File: src/rtl/muldiv_unit.sv
// muldiv_unit: iterative signed/unsigned multiply and divide with HI/LO result
// registers and a start/busy/done handshake. A single 2*WIDTH accumulator is
// shared between the shift-add multiplier and the restoring divider.
// Optional feature macro: MULDIV_ABORT_EN adds an 'abort' input that cancels
// an operation while it is in RUN or FIX.

module muldiv_unit #(
    parameter int WIDTH = 32,
    parameter int CNT_W = $clog2(WIDTH + 1)
) (
    input  logic             clk,
    input  logic             reset,
`ifdef MULDIV_ABORT_EN
    input  logic             abort,
`endif
    input  logic             start,
    input  logic [1:0]       op,
    input  logic [WIDTH-1:0] a,
    input  logic [WIDTH-1:0] b,
    output logic [WIDTH-1:0] hi_out,
    output logic [WIDTH-1:0] lo_out,
    output logic             busy,
    output logic             done,
    output logic             div_zero
);

    typedef enum logic [1:0] {
        IDLE = 2'd0,
        RUN  = 2'd1,
        FIX  = 2'd2,
        DONE = 2'd3
    } state_t;

    state_t             state_q, state_d;
    logic [CNT_W-1:0]   cnt_q, cnt_d;
    logic [2*WIDTH-1:0] acc_q, acc_d;
    logic [WIDTH-1:0]   opnd_q, opnd_d;
    logic [1:0]         op_q, op_d;
    logic               neg_q, neg_d;
    logic               rsign_q, rsign_d;
    logic               dz_q, dz_d;
    logic [WIDTH-1:0]   hi_q, hi_d;
    logic [WIDTH-1:0]   lo_q, lo_d;
    logic               busy_q, busy_d;
    logic               done_q, done_d;
    logic               div_zero_q, div_zero_d;

    logic               a_neg, b_neg;
    logic [WIDTH-1:0]   a_mag, b_mag;
    logic [WIDTH:0]     add_sum;
    logic [2*WIDTH-1:0] mul_step;
    logic [WIDTH:0]     shifted;
    logic [WIDTH:0]     diff;
    logic [2*WIDTH-1:0] div_step;
    logic [2*WIDTH-1:0] prod_fix;
    logic [WIDTH-1:0]   quo_fix;
    logic [WIDTH-1:0]   rem_fix;

    // Shared datapath: operand magnitudes, one iteration of each algorithm and
    // the final sign correction. For multiply, acc holds {partial, multiplier};
    // for divide, acc holds {remainder, dividend/quotient}.
    always_comb begin
        a_neg   = ~op[0] & a[WIDTH-1];
        b_neg   = ~op[0] & b[WIDTH-1];
        a_mag   = a_neg ? -a : a;
        b_mag   = b_neg ? -b : b;

        add_sum  = {1'b0, acc_q[2*WIDTH-1:WIDTH]} + (acc_q[0] ? {1'b0, opnd_q} : '0);
        mul_step = {add_sum, acc_q[WIDTH-1:1]};

        shifted = {acc_q[2*WIDTH-1:WIDTH], acc_q[WIDTH-1]};
        diff    = shifted - {1'b0, opnd_q};
        if (diff[WIDTH]) begin
            div_step = {shifted[WIDTH-1:0], acc_q[WIDTH-2:0], 1'b0};
        end else begin
            div_step = {diff[WIDTH-1:0], acc_q[WIDTH-2:0], 1'b1};
        end

        prod_fix = (~op_q[0] & neg_q) ? -acc_q : acc_q;
        quo_fix  = (~op_q[0] & neg_q) ? -acc_q[WIDTH-1:0] : acc_q[WIDTH-1:0];
        rem_fix  = (~op_q[0] & rsign_q) ? -acc_q[2*WIDTH-1:WIDTH] : acc_q[2*WIDTH-1:WIDTH];
    end

    // Control: state transitions, operand capture, iteration and HI/LO write.
    always_comb begin
        state_d = state_q;
        cnt_d   = cnt_q;
        acc_d   = acc_q;
        opnd_d  = opnd_q;
        op_d    = op_q;
        neg_d   = neg_q;
        rsign_d = rsign_q;
        dz_d    = dz_q;
        hi_d    = hi_q;
        lo_d    = lo_q;

        case (state_q)
            IDLE: begin
                if (start) begin
                    if (op[1] && (b == '0)) begin
                        state_d = DONE;
                        dz_d    = 1'b1;
                    end else begin
                        state_d = RUN;
                        cnt_d   = CNT_W'(WIDTH);
                        op_d    = op;
                        neg_d   = a_neg ^ b_neg;
                        rsign_d = a_neg;
                        dz_d    = 1'b0;
                        opnd_d  = op[1] ? b_mag : a_mag;
                        acc_d   = {{WIDTH{1'b0}}, (op[1] ? a_mag : b_mag)};
                    end
                end
            end
            RUN: begin
                acc_d = op_q[1] ? div_step : mul_step;
                cnt_d = cnt_q - CNT_W'(1);
                if (cnt_q == CNT_W'(1)) begin
                    state_d = FIX;
                end
            end
            FIX: begin
                if (op_q[1]) begin
                    hi_d = rem_fix;
                    lo_d = quo_fix;
                end else begin
                    hi_d = prod_fix[2*WIDTH-1:WIDTH];
                    lo_d = prod_fix[WIDTH-1:0];
                end
                state_d = DONE;
            end
            DONE: begin
                state_d = IDLE;
            end
            default: begin
                state_d = IDLE;
            end
        endcase

`ifdef MULDIV_ABORT_EN
        if (abort && ((state_q == RUN) || (state_q == FIX))) begin
            state_d = IDLE;
            hi_d    = hi_q;
            lo_d    = lo_q;
        end
`endif
    end

    // Registered handshake outputs: busy follows the next state, done and
    // div_zero pulse for the cycle after the DONE state.
    always_comb begin
        busy_d     = (state_d != IDLE);
        done_d     = (state_q == DONE);
        div_zero_d = (state_q == DONE) && dz_q;
    end

    // State and output registers with synchronous reset.
    always_ff @(posedge clk) begin
        if (reset) begin
            state_q    <= IDLE;
            cnt_q      <= '0;
            acc_q      <= '0;
            opnd_q     <= '0;
            op_q       <= '0;
            neg_q      <= 1'b0;
            rsign_q    <= 1'b0;
            dz_q       <= 1'b0;
            hi_q       <= '0;
            lo_q       <= '0;
            busy_q     <= 1'b0;
            done_q     <= 1'b0;
            div_zero_q <= 1'b0;
        end else begin
            state_q    <= state_d;
            cnt_q      <= cnt_d;
            acc_q      <= acc_d;
            opnd_q     <= opnd_d;
            op_q       <= op_d;
            neg_q      <= neg_d;
            rsign_q    <= rsign_d;
            dz_q       <= dz_d;
            hi_q       <= hi_d;
            lo_q       <= lo_d;
            busy_q     <= busy_d;
            done_q     <= done_d;
            div_zero_q <= div_zero_d;
        end
    end

    assign hi_out   = hi_q;
    assign lo_out   = lo_q;
    assign busy     = busy_q;
    assign done     = done_q;
    assign div_zero = div_zero_q;

endmodule

File: config.mk
export PLATFORM = sky130hd
export DESIGN_NAME = muldiv_unit
export DESIGN_NICKNAME = d
export VERILOG_FILES = /design/src/rtl/muldiv_unit.sv
export SDC_FILE = /design/constraint.sdc
export NUM_CORES = 1
export LEC_CHECK = 0
export ABC_CLOCK_PERIOD_IN_PS = 3800
export BUFFER_PORTS_ARGS = -buffer_cell sky130_fd_sc_hd__buf_2
export CORE_UTILIZATION = 50
export CTS_BUF_LIST = sky130_fd_sc_hd__clkbuf_2
export DETAILED_ROUTE_END_ITERATION = 8
export PLACE_DENSITY_LB_ADDON = 0.25
export SYNTH_ARGS = -nofsm -noshare
export SYNTH_HDL_FRONTEND = slang
export SYNTH_SLANG_ARGS = --single-unit
File: constraint.sdc
create_clock -name clk -period 3.8 [get_ports clk]
set_input_delay 0.38 -clock clk [delete_from_list [all_inputs] [get_ports clk]]
set_output_delay 0.38 -clock clk [all_outputs]
set_load 0.01 [all_outputs]
* Word-level counts from Yosys, hierarchy flattened
Cells that the tools add are included.
** Word-level totals
- Output and inout port bits :: 67
- Word-level logic and storage cells :: 67
- Bits in registers :: 176
- Input bits :: 69
** Operators by class
- Multiplexer cells :: 23
- Add/subtract/negate cells :: 8
- Equality and inequality tests :: 6
- Bitwise logic cells :: 8
- Reductions and logical operators :: 9
** Operator list (count)
- 64-bit 2-to-1 mux :: 5
- 32-bit 2-to-1 mux :: 9
- 32-bit negator :: 4
- 64-bit one-hot mux with 2 select lines :: 1
- 64-bit negator :: 1
- 32-bit by 32-bit adder with 33-bit output :: 1
- 33-bit by 32-bit subtractor with 33-bit output :: 1
- 32-bit zero test :: 1
- 6-bit 2-to-1 mux :: 2
- 6-bit one-hot mux with 2 select lines :: 1
- 2-bit one-hot mux with 4 select lines :: 1
- 6-bit by 1-bit == test with 1-bit output, second input constant :: 1
- 2-bit 2-to-1 mux :: 3
- 3-bit AND reduction :: 2
- 6-bit by 1-bit subtractor with 6-bit output, second input constant :: 1
- 1-bit bitwise AND :: 4
- 2-bit == test, second input constant :: 2
- 2-bit inequality test, second input constant :: 2
- 2-bit nonzero test :: 2
- 1-bit inverter :: 3
- 2-bit by 1-bit == test with 1-bit output, second input constant :: 1
- 1-bit logical AND :: 2
- 2-bit zero test :: 1
- 2-bit AND reduction :: 1
- 2 further kinds :: 2

* Depth between registers and ports, before layout
Gate-level depths: netlist of run 1.
- Depth in word-level cells :: 7
- Mapped depth :: 15
- Gate-level depth less buffers :: 14

* Worst setup path after synthesis of run 1
OpenSTA, ideal clock, no wires.
- Path kind :: register to register
- Start point :: register acc_q[31]
- End point :: register acc_q[63]
- Cell stages (with the launch flop) :: 14
- Arrival time :: 3234 ps
- Period minus slack after synthesis :: 3371 ps
- Library setup time :: 137 ps
- Path buffers :: 2
- Path slack :: 429 ps
- Data required time :: 3663 ps
- Cell sequence :: dfxtp_1 > inv_1 > ha_1 > fa_1 > nand2b_1 > a21oi_1 > o211ai_1 > a2111oi_0 > o21ai_1 > xor2_1 > buf_2 > buf_1 > mux2i_1 > a31oi_1
** On the way
- Longest elaborated chain between the ends :: 4
** Ends and longest elaborated chain
- from (decl) :: RTL line 36 : logic [2*WIDTH-1:0] acc_q, acc_d;
- from (signal assigned) :: RTL line 162 : acc_q <= '0;
- from (signal assigned) :: RTL line 176 : acc_q <= acc_d;
- 33-bit by 32-bit subtractor with 33-bit output :: RTL line 72 : diff = shifted - {1'b0, opnd_q};
- 64-bit 2-to-1 mux :: RTL line 73 : if (diff[WIDTH]) begin
- 64-bit 2-to-1 mux :: RTL line 116 : acc_d = op_q[1] ? div_step : mul_step;
- 64-bit one-hot mux with 2 select lines :: RTL line 97 : case (state_q)
No other way between the ends.
A chain may end at the register's enable or synchronous reset.

* Final worst setup path of run 1
- Start point :: register acc_q[31]
- End point :: register acc_q[32]
** On the way
- Longest elaborated chain between the ends :: 4
** Ends and longest elaborated chain (RTL line)
- 33-bit by 32-bit subtractor with 33-bit output :: 72
- 64-bit 2-to-1 mux * :: 73
- 64-bit 2-to-1 mux * :: 116
- 64-bit one-hot mux with 2 select lines * :: 97
Mark *: on every way between the ends. The rest lies on a longest branch, timed or not.

==> run metrics, run 1 <==
DR pass1 iterations 6; switch share 0.419; syn_nets 2056; Int Pwr 0.00289 W; most common cell after layout, fill and taps aside nor2_1; predominant post-synthesis flop cell dfxtp_1; Avg Inst Size Synth 7.32 um2; via count 14790; max-slew violation count 0; HPWL Detailed 35400 um; Starting Density 0.514; Combinational Power Share 0.342; drt drc 0; asr flop ratio synth 0; worst setup margin 0.276 ns; sw power 0.00208 W; Relative slew margins 0.392; final period utilization 0.927; Final Critical Period 3.52 ns; Root Driver clkbuf_2; area grow syn2layout 13.5%; vias per inst 6.08; clk_skew 0.0640 ns; most frequent cells in the layout nor2_1 (242), nand2_1 (201), a21oi_1 (183), dfxtp_1 (173); Critical Path RT 4.59 ns; Setup WS pre-CTS -0.000741 ns; WL/cell 18.9 um; Yosys warning total 0; CTS tree yes; Final Hold Fails 0; largest buffer count on any clock path 2; first-pass GRT wire length 70700 um; Syn Std Cell Area 14000 um2; critical path peak fanout 16; max_cap viols 0; die area 28700 um2; Synth Instances 1915; RSZ-0062 raised after global routing no; largest net degree at the start of global routing 72; vias in the first global route 13191; io pins 136; CTS buffer count 17; die height 169 um; P_leak 6.56 nW; share of post-route cells with drive strength above 1 0.139; post-route ant nets 0; Skew-Pair Late Insertion Delay 0.87 ns; WL final 45900 um; fin nets 2188; kind of critical path reg -> reg; part of the power in registers 0.420; clock group share of total power 0.238; status complete, no violations; PD cells 312 nW/um2; Core Rows 60; RD Place Congestion 0.993; Worst setup SP type flip-flop; Worst Path Arrival 4.32 ns; H-tree levels 4; initial antenna violation count 1; Die X 169 um; Total GRT Usage 0.312; Final Power 0.00497 W; sequential area share after synthesis 0.251; Least-Margin Pin Slew 0.910 ns; Final setup viols 0; Layout fillers 2630; Synth Register Bits 176; maximum VDD drop 0.170 mV; # clock sinks 176; core area 27300 um2; Worst-path clk slew 0.33 ns; number of I/O port buffers 135; initial DRC count 1506; Post-synth EDFFs 0; fmax 284 MHz; HP Class in -> reg; Yosys cell types 75; GRT overflow 0; Critical Path Sink Type flip-flop
-- critical path, cell delays in order (launching register included) --
cell       delay (ns)
dfxtp_1          0.41
inv_1            0.07
ha_1             0.22
fa_1             0.41
nand2b_1         0.20
a21oi_2          0.20
o211ai_1         0.21
a2111oi_2        0.42
buf_4            0.18
o21ai_2          0.13
xor2_4           0.33
buf_4            0.28
o21ai_0          0.09
a221o_1          0.31
-- through the flow --
step	hold WS (ns)	cell area, um2	utilization	instances	setup TNS, ns
6_report	0.00978	15900	0.584	2433	0
2_1_floorplan	0.430	14000	-	1915	0
5_1_grt	0.0169	15900	0.584	2433	0
3_3_place_gp	0.437	15300	0.562	2374	0
4_1_cts	0.00187	15800	0.582	2428	0
3_5_place_dp	0.444	15300	0.562	2374	-0.000741
-- flip-flops by register name (all words and copies together) (netlist names) --
name and cells:
acc_q 64, hi_out 32, lo_out 32, opnd_q 32, cnt_q 6, op_q 2
state_q 2, busy 1, div_zero 1, done 1, dz_q 1, neg_q 1
rsign_q 1
-- logic make-up after synthesis --
family | synth area share
adder cells (fa/ha/maj) | 0.0654
buffers and inverters | 0.0496
XOR/XNOR | 0.109
AND/OR/NAND/NOR | 0.214
multiplexers | 0.0461
flip-flops | 0.251
AO/OA/AOI/OAI | 0.265
-- repair_timing --
| item | CTS | global route |
|---|---|---|
| resized for setup | 1 | 10 |
| hold buffers | 22 | 0 |
| pin swaps | 0 | 1 |
| setup endpoints to repair | 3 | 32 |
| setup buffers | 0 | 4 |
| endpoints found under the hold margin | 55 | 0 |
-- path summary, 6_finish.rpt --
check | start | endpoint | slack, ns | cells past startpoint
hold / removal | b[0] | opnd_q[0] | 0.01 | 3
hold reg to reg | hi_out[24] | hi_out[24] | 0.47 | 2
setup reg to reg | acc_q[31] | acc_q[32] | 0.28 | 13
setup / recovery | acc_q[31] | acc_q[32] | 0.28 | 13
-- metal layers --
| layer | part of all wire | vias to the layer above | wire, um | GRT usage |
|---|---|---|---|---|
| met5 | 0 | - | 0 | 0 |
| met3 | 0.097 | 94 | 4460 | 0.0571 |
| met1 | 0.44 | 6824 | 20200 | 0.435 |
| met4 | 0.027 | 0 | 1260 | 0.0995 |
| met2 | 0.44 | 739 | 20000 | 0.484 |
| li1 | - | 7133 | - | - |
-- cells in the mapped netlist (all sizes together), types with 21 or more instances --
master    n  area share
nor2    246       0.067
nand2   201       0.054
a21oi   186       0.066
dfxtp   176        0.25
o21ai   138       0.049
clkbuf  103       0.028
xor2     92       0.058
xnor2    82       0.051
a211oi   73       0.039
ha       70       0.063
inv      62       0.017
mux2i    60       0.043
nor3     51       0.019
or3      29       0.013
o211ai   28       0.015
nand3    26      0.0093
a21o     25       0.013
o31ai    21       0.011
-- power by group through the flow --
stage	clock network (W)	registers [W]	logic (W)
global route	0.00126	0.00210	0.00184
global placement	0	0.00211	0.00160
floorplan	0	0.00207	0.00114
finish	0.00118	0.00209	0.00170
detailed placement	0	0.00211	0.00162
CTS	0.00118	0.00208	0.00164
-- final cells by class --
cell class	instances	area (um2)	share of cell area
Clock buffer	17	85.1	0.00535
Inverter	62	236	0.0149
Antenna cell	1	2.50	0.000157
Tap cell	372	465	0.0293
Multi-Input combinational cell	1558	9850	0.619
Sequential cell	176	3530	0.222
Timing Repair Buffer	232	1520	0.0958
Clock inverter	15	214	0.0134
Note: power is estimated with default switching activity, not from simulation.
==> run 2: changes to the inputs <==
Settings changed: CORE_UTILIZATION 50 to 42.
==> run 2 against run 1 <==
  * Non-clock buffer count increased by 7
  * Largest cell class unchanged
  * Critical endpoint is now acc_q[58]
  * Setup slack got worse by 0.17 ns
  * Die area increased by 19%
  * Sequential share of layout area decreased by 0.10 points
  * Cell count increased by 3.2%
  * Utilization decreased by 9.6 points
  * Sequential cell count unchanged
  * Clock power decreased by 8%
==> run metrics, run 2 (same netlist as run 1, synthesis figures left out) <==
status complete, no violations; Final Power 0.00487 W; # clock sinks 176; post-route ant nets 0; CP peak stage delay 0.44 ns; maximum VDD drop 0.138 mV; RD Place Congestion 0.945; core area 32700 um2; clk_skew 0.0741 ns; max reg flops 64; fmax 271 MHz; Relative slew margins 0.404; vias in the first global route 13223; initial antenna violation count 1; most common cell after layout, fill and taps aside nor2_1; Worst-path clk slew 0.34 ns; kind of critical path reg -> reg; die area 34100 um2; r2r setup slk 0.11 ns; CTS tree yes; HP Class in -> reg; die height 185 um; drt drc 0; WL final 49300 um; H-tree levels 4; largest net degree at the start of global routing 86; DR pass1 iterations 8; setup bufs post-CTS 0; io pins 136; Skew-Pair Late Insertion Delay 0.86 ns; share of post-route cells with drive strength above 1 0.135; Worst setup SP type flip-flop; Least-Margin Pin Slew 0.895 ns; critical path peak fanout 13; TNS Setup 0 ns; GRT overflow 0; register bank with the most flops acc_q; PD cells 305 nW/um2; max_cap viols 0; Final Critical Period 3.69 ns; Total GRT Usage 0.284; final period utilization 0.971; largest buffer count on any clock path 2; Cell Area, Placed 15400 um2; Worst Path Arrival 4.42 ns; Root Driver clkbuf_2; slowest CP cell dfxtp_2; Setup WS pre-CTS 0.141 ns; vias per inst 5.89; Critical Path Sink Type flip-flop; worst setup margin 0.110 ns; WL/cell 19.6 um; HPWL Detailed 38700 um; CTS buffer count 17; Final setup viols 0; fin nets 2195; CP most frequent cell a21oi_1; Die X 185 um; Final Hold Fails 0; max-slew violation count 0; number of I/O port buffers 135; CP cell instances inv_1, nor2_1, ha_1, a21oi_1, nand2_1, a221o_1, a21oi_1, o31ai_1, buf_4, a311oi_1, xor2_1, o21ai_0, a311o_1; P_leak 6.56 nW; RSZ-0062 raised after global routing yes; area grow syn2layout 13.9%; Critical Path RT 4.53 ns; initial DRC count 1599; post-route cell area 16000 um2; via count 14795; Starting Density 0.428; first-pass GRT wire length 74900 um; Core Rows 66; most frequent cells in the layout nor2_1 (242), nand2_1 (201), a21oi_1 (185), dfxtp_1 (174), o21ai_0 (135)
-- run 2: worst paths after layout --
| check | startpoint | cells past startpoint | end |
|---|---|---|---|
| max reg2reg | acc_q[0] | 13 | acc_q[58] |
| min reg2reg | hi_out[16] | 2 | hi_out[16] |
| min | a[19] | 5 | opnd_q[19] |
| max | acc_q[0] | 13 | acc_q[58] |
-- run 2: timing repair --
action	CTS	global route
hold buffers	27	2
gates resized for setup	0	5
endpoints found under the setup margin	0	33
endpoints found under the hold margin	25	2
-- run 2: final cells by class --
class	instances	area, um2
Antenna cell	1	2.50
Timing Repair Buffer	239	1560
Clock buffer	17	85.1
Clock inverter	15	170
Sequential cell	176	3530
Multi-Input combinational cell	1558	9840
Inverter	62	233
Fill cell	3333	16700
Tap cell	442	553
-- run 2: per-layer routing --
metal  wire [um]  global-route usage  vias up
li1            -                   -     7134
met2       20700               0.419      663
met4        1390              0.0899        0
met5           0                   0        -
met3        4230              0.0567       94
met1       22900               0.409     6904
-- run 2: power by group --
part,internal [W],switching (W),total (W)
Sequential,0.00196,0.000136,0.00209
Clock,0.000272,0.000806,0.00108
Combinational,0.000648,0.00105,0.00170
Total,0.00288,0.00200,0.00487
-- run 2: critical path: cells and delay by family (launching register included) --
family / cells / cell delay [ns]
DFF: 1 / 0.44
xor gates and xnor gates: 1 / 0.25
adders and majority gates: 1 / 0.36
buffers and inverters: 2 / 0.53
and+or+nand+nor: 2 / 0.19
AOI/OAI and AO/OA: 7 / 1.78
-- run 2: per-stage QoR --
step	hold WS, ns	utilization	instances
floorplan	0.430	-	1915
global placement	0.435	0.471	2448
detailed placement	0.443	0.471	2448
CTS	0.00677	0.487	2507
global route	0.00639	0.488	2510
finish	0.0377	0.488	2510
==> run 3: changes to the inputs <==
Settings changed: ABC_CLOCK_PERIOD_IN_PS 3800 to 3300, CTS_BUF_LIST sky130_fd_sc_hd__clkbuf_2 to sky130_fd_sc_hd__clkbuf_8.
Clock period 3.8 ns to 3.3 ns, I/O delays scaled along.
==> run 3 against run 2 <==
  * Die area unchanged
  * Clock-buffer cell count increased by 1
  * Cell area increased by 5.1%
  * Register-to-register slack barely moved
  * Clock power rose by 49%
  * Power increased by 26%
  * Cell count is 2.3% higher
  * Non-clock buffer count grew 59
  * Sequential cell count unchanged
  * Sequential power rose by 13%
  * Utilization rose by 2.5 points
==> run metrics, run 3 (same netlist as run 1, synthesis figures left out) <==
drt drc 0; status complete, no violations; Final Hold Fails 0; Starting Density 0.428; RSZ-0062 raised after global routing yes; Combinational Power Share 0.350; largest net degree at the start of global routing 64; Skew-Pair Late Insertion Delay 0.51 ns; kind of critical path reg -> reg; most frequent cells in the layout nor2_1 (241), nand2_1 (201), a21oi_1 (183), dfxtp_1 (172), buf_4 (151); Worst setup SP type flip-flop; max reg flops 64; Cell Area, Placed 16000 um2; worst hold slack 0.155 ns; post-route cell area 16800 um2; maximum VDD drop 0.273 mV; vias in the first global route 13465; share of post-route cells with drive strength above 1 0.185; Final Critical Period 3.20 ns; H-tree levels 4; RD Place Congestion 0.942; HPWL Detailed 39100 um; WL final 49800 um; Root Driver clkbuf_8; io pins 136; Worst Path Arrival 3.59 ns; Die X 185 um; Ant. Diodes 0; TNS Setup 0 ns; Total GRT Usage 0.288; PD cells 365 nW/um2; initial DRC count 1273; CP cell instances buf_4, ha_4, fa_2, nand2b_4, a21oi_4, o211ai_1, a2111oi_2, buf_4, o21ai_4, xor2_4, buf_12, buf_4, nor2_4, nor4b_4, a311o_1; CTS buffer count 17; first-pass GRT wire length 75100 um; initial antenna violation count 2; sw power 0.00241 W; largest buffer count on any clock path 2; Relative slew margins 0.496; switch share 0.394; # clock sinks 176; part of the power in registers 0.387; die area 34100 um2; Least-Margin Pin Slew 0.756 ns; worst setup margin 0.102 ns; WL/cell 19.4 um; clock group share of total power 0.263; most common cell after layout, fill and taps aside nor2_1; Worst-path clk slew 0.12 ns; critical path peak fanout 5; area grow syn2layout 19.8%; HP Class in -> reg; post-route ant nets 0; core area 32700 um2; CP peak stage delay 0.40 ns; fin nets 2254; CTS Hold Buffers Added 0; register bank with the most flops acc_q; max-slew violation count 0; Layout fillers 3267; Core Rows 66; Int Pwr 0.00371 W; via count 14888; clk_skew 0.0299 ns; final period utilization 0.969; CP most frequent cell buf_4; P_leak 7.03 nW; slowest CP cell a2111oi_2; Critical Path Sink Type flip-flop; die height 185 um; Final Power 0.00612 W; number of I/O port buffers 135; Setup WS pre-CTS -0.182 ns; Critical Path RT 3.70 ns; max_cap viols 0; vias per inst 5.80; GRT overflow 0; fmax 313 MHz; CTS tree yes; Final setup viols 0; DR pass1 iterations 5
run 3: worst max-delay path, delay by kind of cell, from the launching register on:
| kind | cells | cell delay, ns |
|---|---|---|
| DFF | 1 | 0.34 |
| buffers and inverters | 4 | 0.60 |
| adders and majority gates | 2 | 0.53 |
| xor gates and xnor gates | 1 | 0.20 |
| and+or+nand+nor | 3 | 0.33 |
| AOI/OAI and AO/OA | 5 | 1.08 |
run 3: path summary, 6_finish.rpt:
path	start	to	slack, ns	depth (start not counted)
worst min register to register	hi_out[23]	hi_out[23]	0.45	2
worst min-delay path	start	dz_q	0.15	3
worst max register to register	opnd_q[0]	acc_q[58]	0.10	15
worst max-delay path	opnd_q[0]	acc_q[58]	0.10	15
run 3: repair_timing:
item                       CTS  global route
pin swaps                    3            16
cloned                       0             1
setup buffers                1             6
resized for setup           10            48
setup endpoints to repair   32            32
run 3: area by class of cell:
cell class	count	area [um2]	share of cell area
Sequential cell	176	3530	0.210
Inverter	62	233	0.0139
Tap cell	442	553	0.0330
Clock inverter	14	173	0.0103
Timing Repair Buffer	298	2030	0.121
Multi-Input combinational cell	1558	10000	0.597
Clock buffer	18	248	0.0148
run 3: stage by stage:
| stage | utilization | std cells |
|---|---|---|
| after floorplan | - | 1915 |
| after global placement | 0.491 | 2528 |
| after detailed placement | 0.491 | 2528 |
| after CTS | 0.505 | 2561 |
| after global routing | 0.513 | 2568 |
| final | 0.513 | 2568 |
run 3: power by group through the flow:
stage	combinational (W)	sequential, W	clock [W]
2_1_floorplan	0.00131	0.00238	0
3_3_place_gp	0.00199	0.00241	0
3_5_place_dp	0.00201	0.00241	0
6_report	0.00214	0.00237	0.00161
5_1_grt	0.00232	0.00238	0.00172
4_1_cts	0.00203	0.00236	0.00165
run 3: routing by layer:
layer / up-vias / wire length, um / GRT usage
met5: - / 18 / 0
met4: 2 / 1570 / 0.117
met3: 91 / 3890 / 0.0484
met2: 576 / 22000 / 0.445
met1: 6963 / 22300 / 0.393
li1: 7256 / - / -
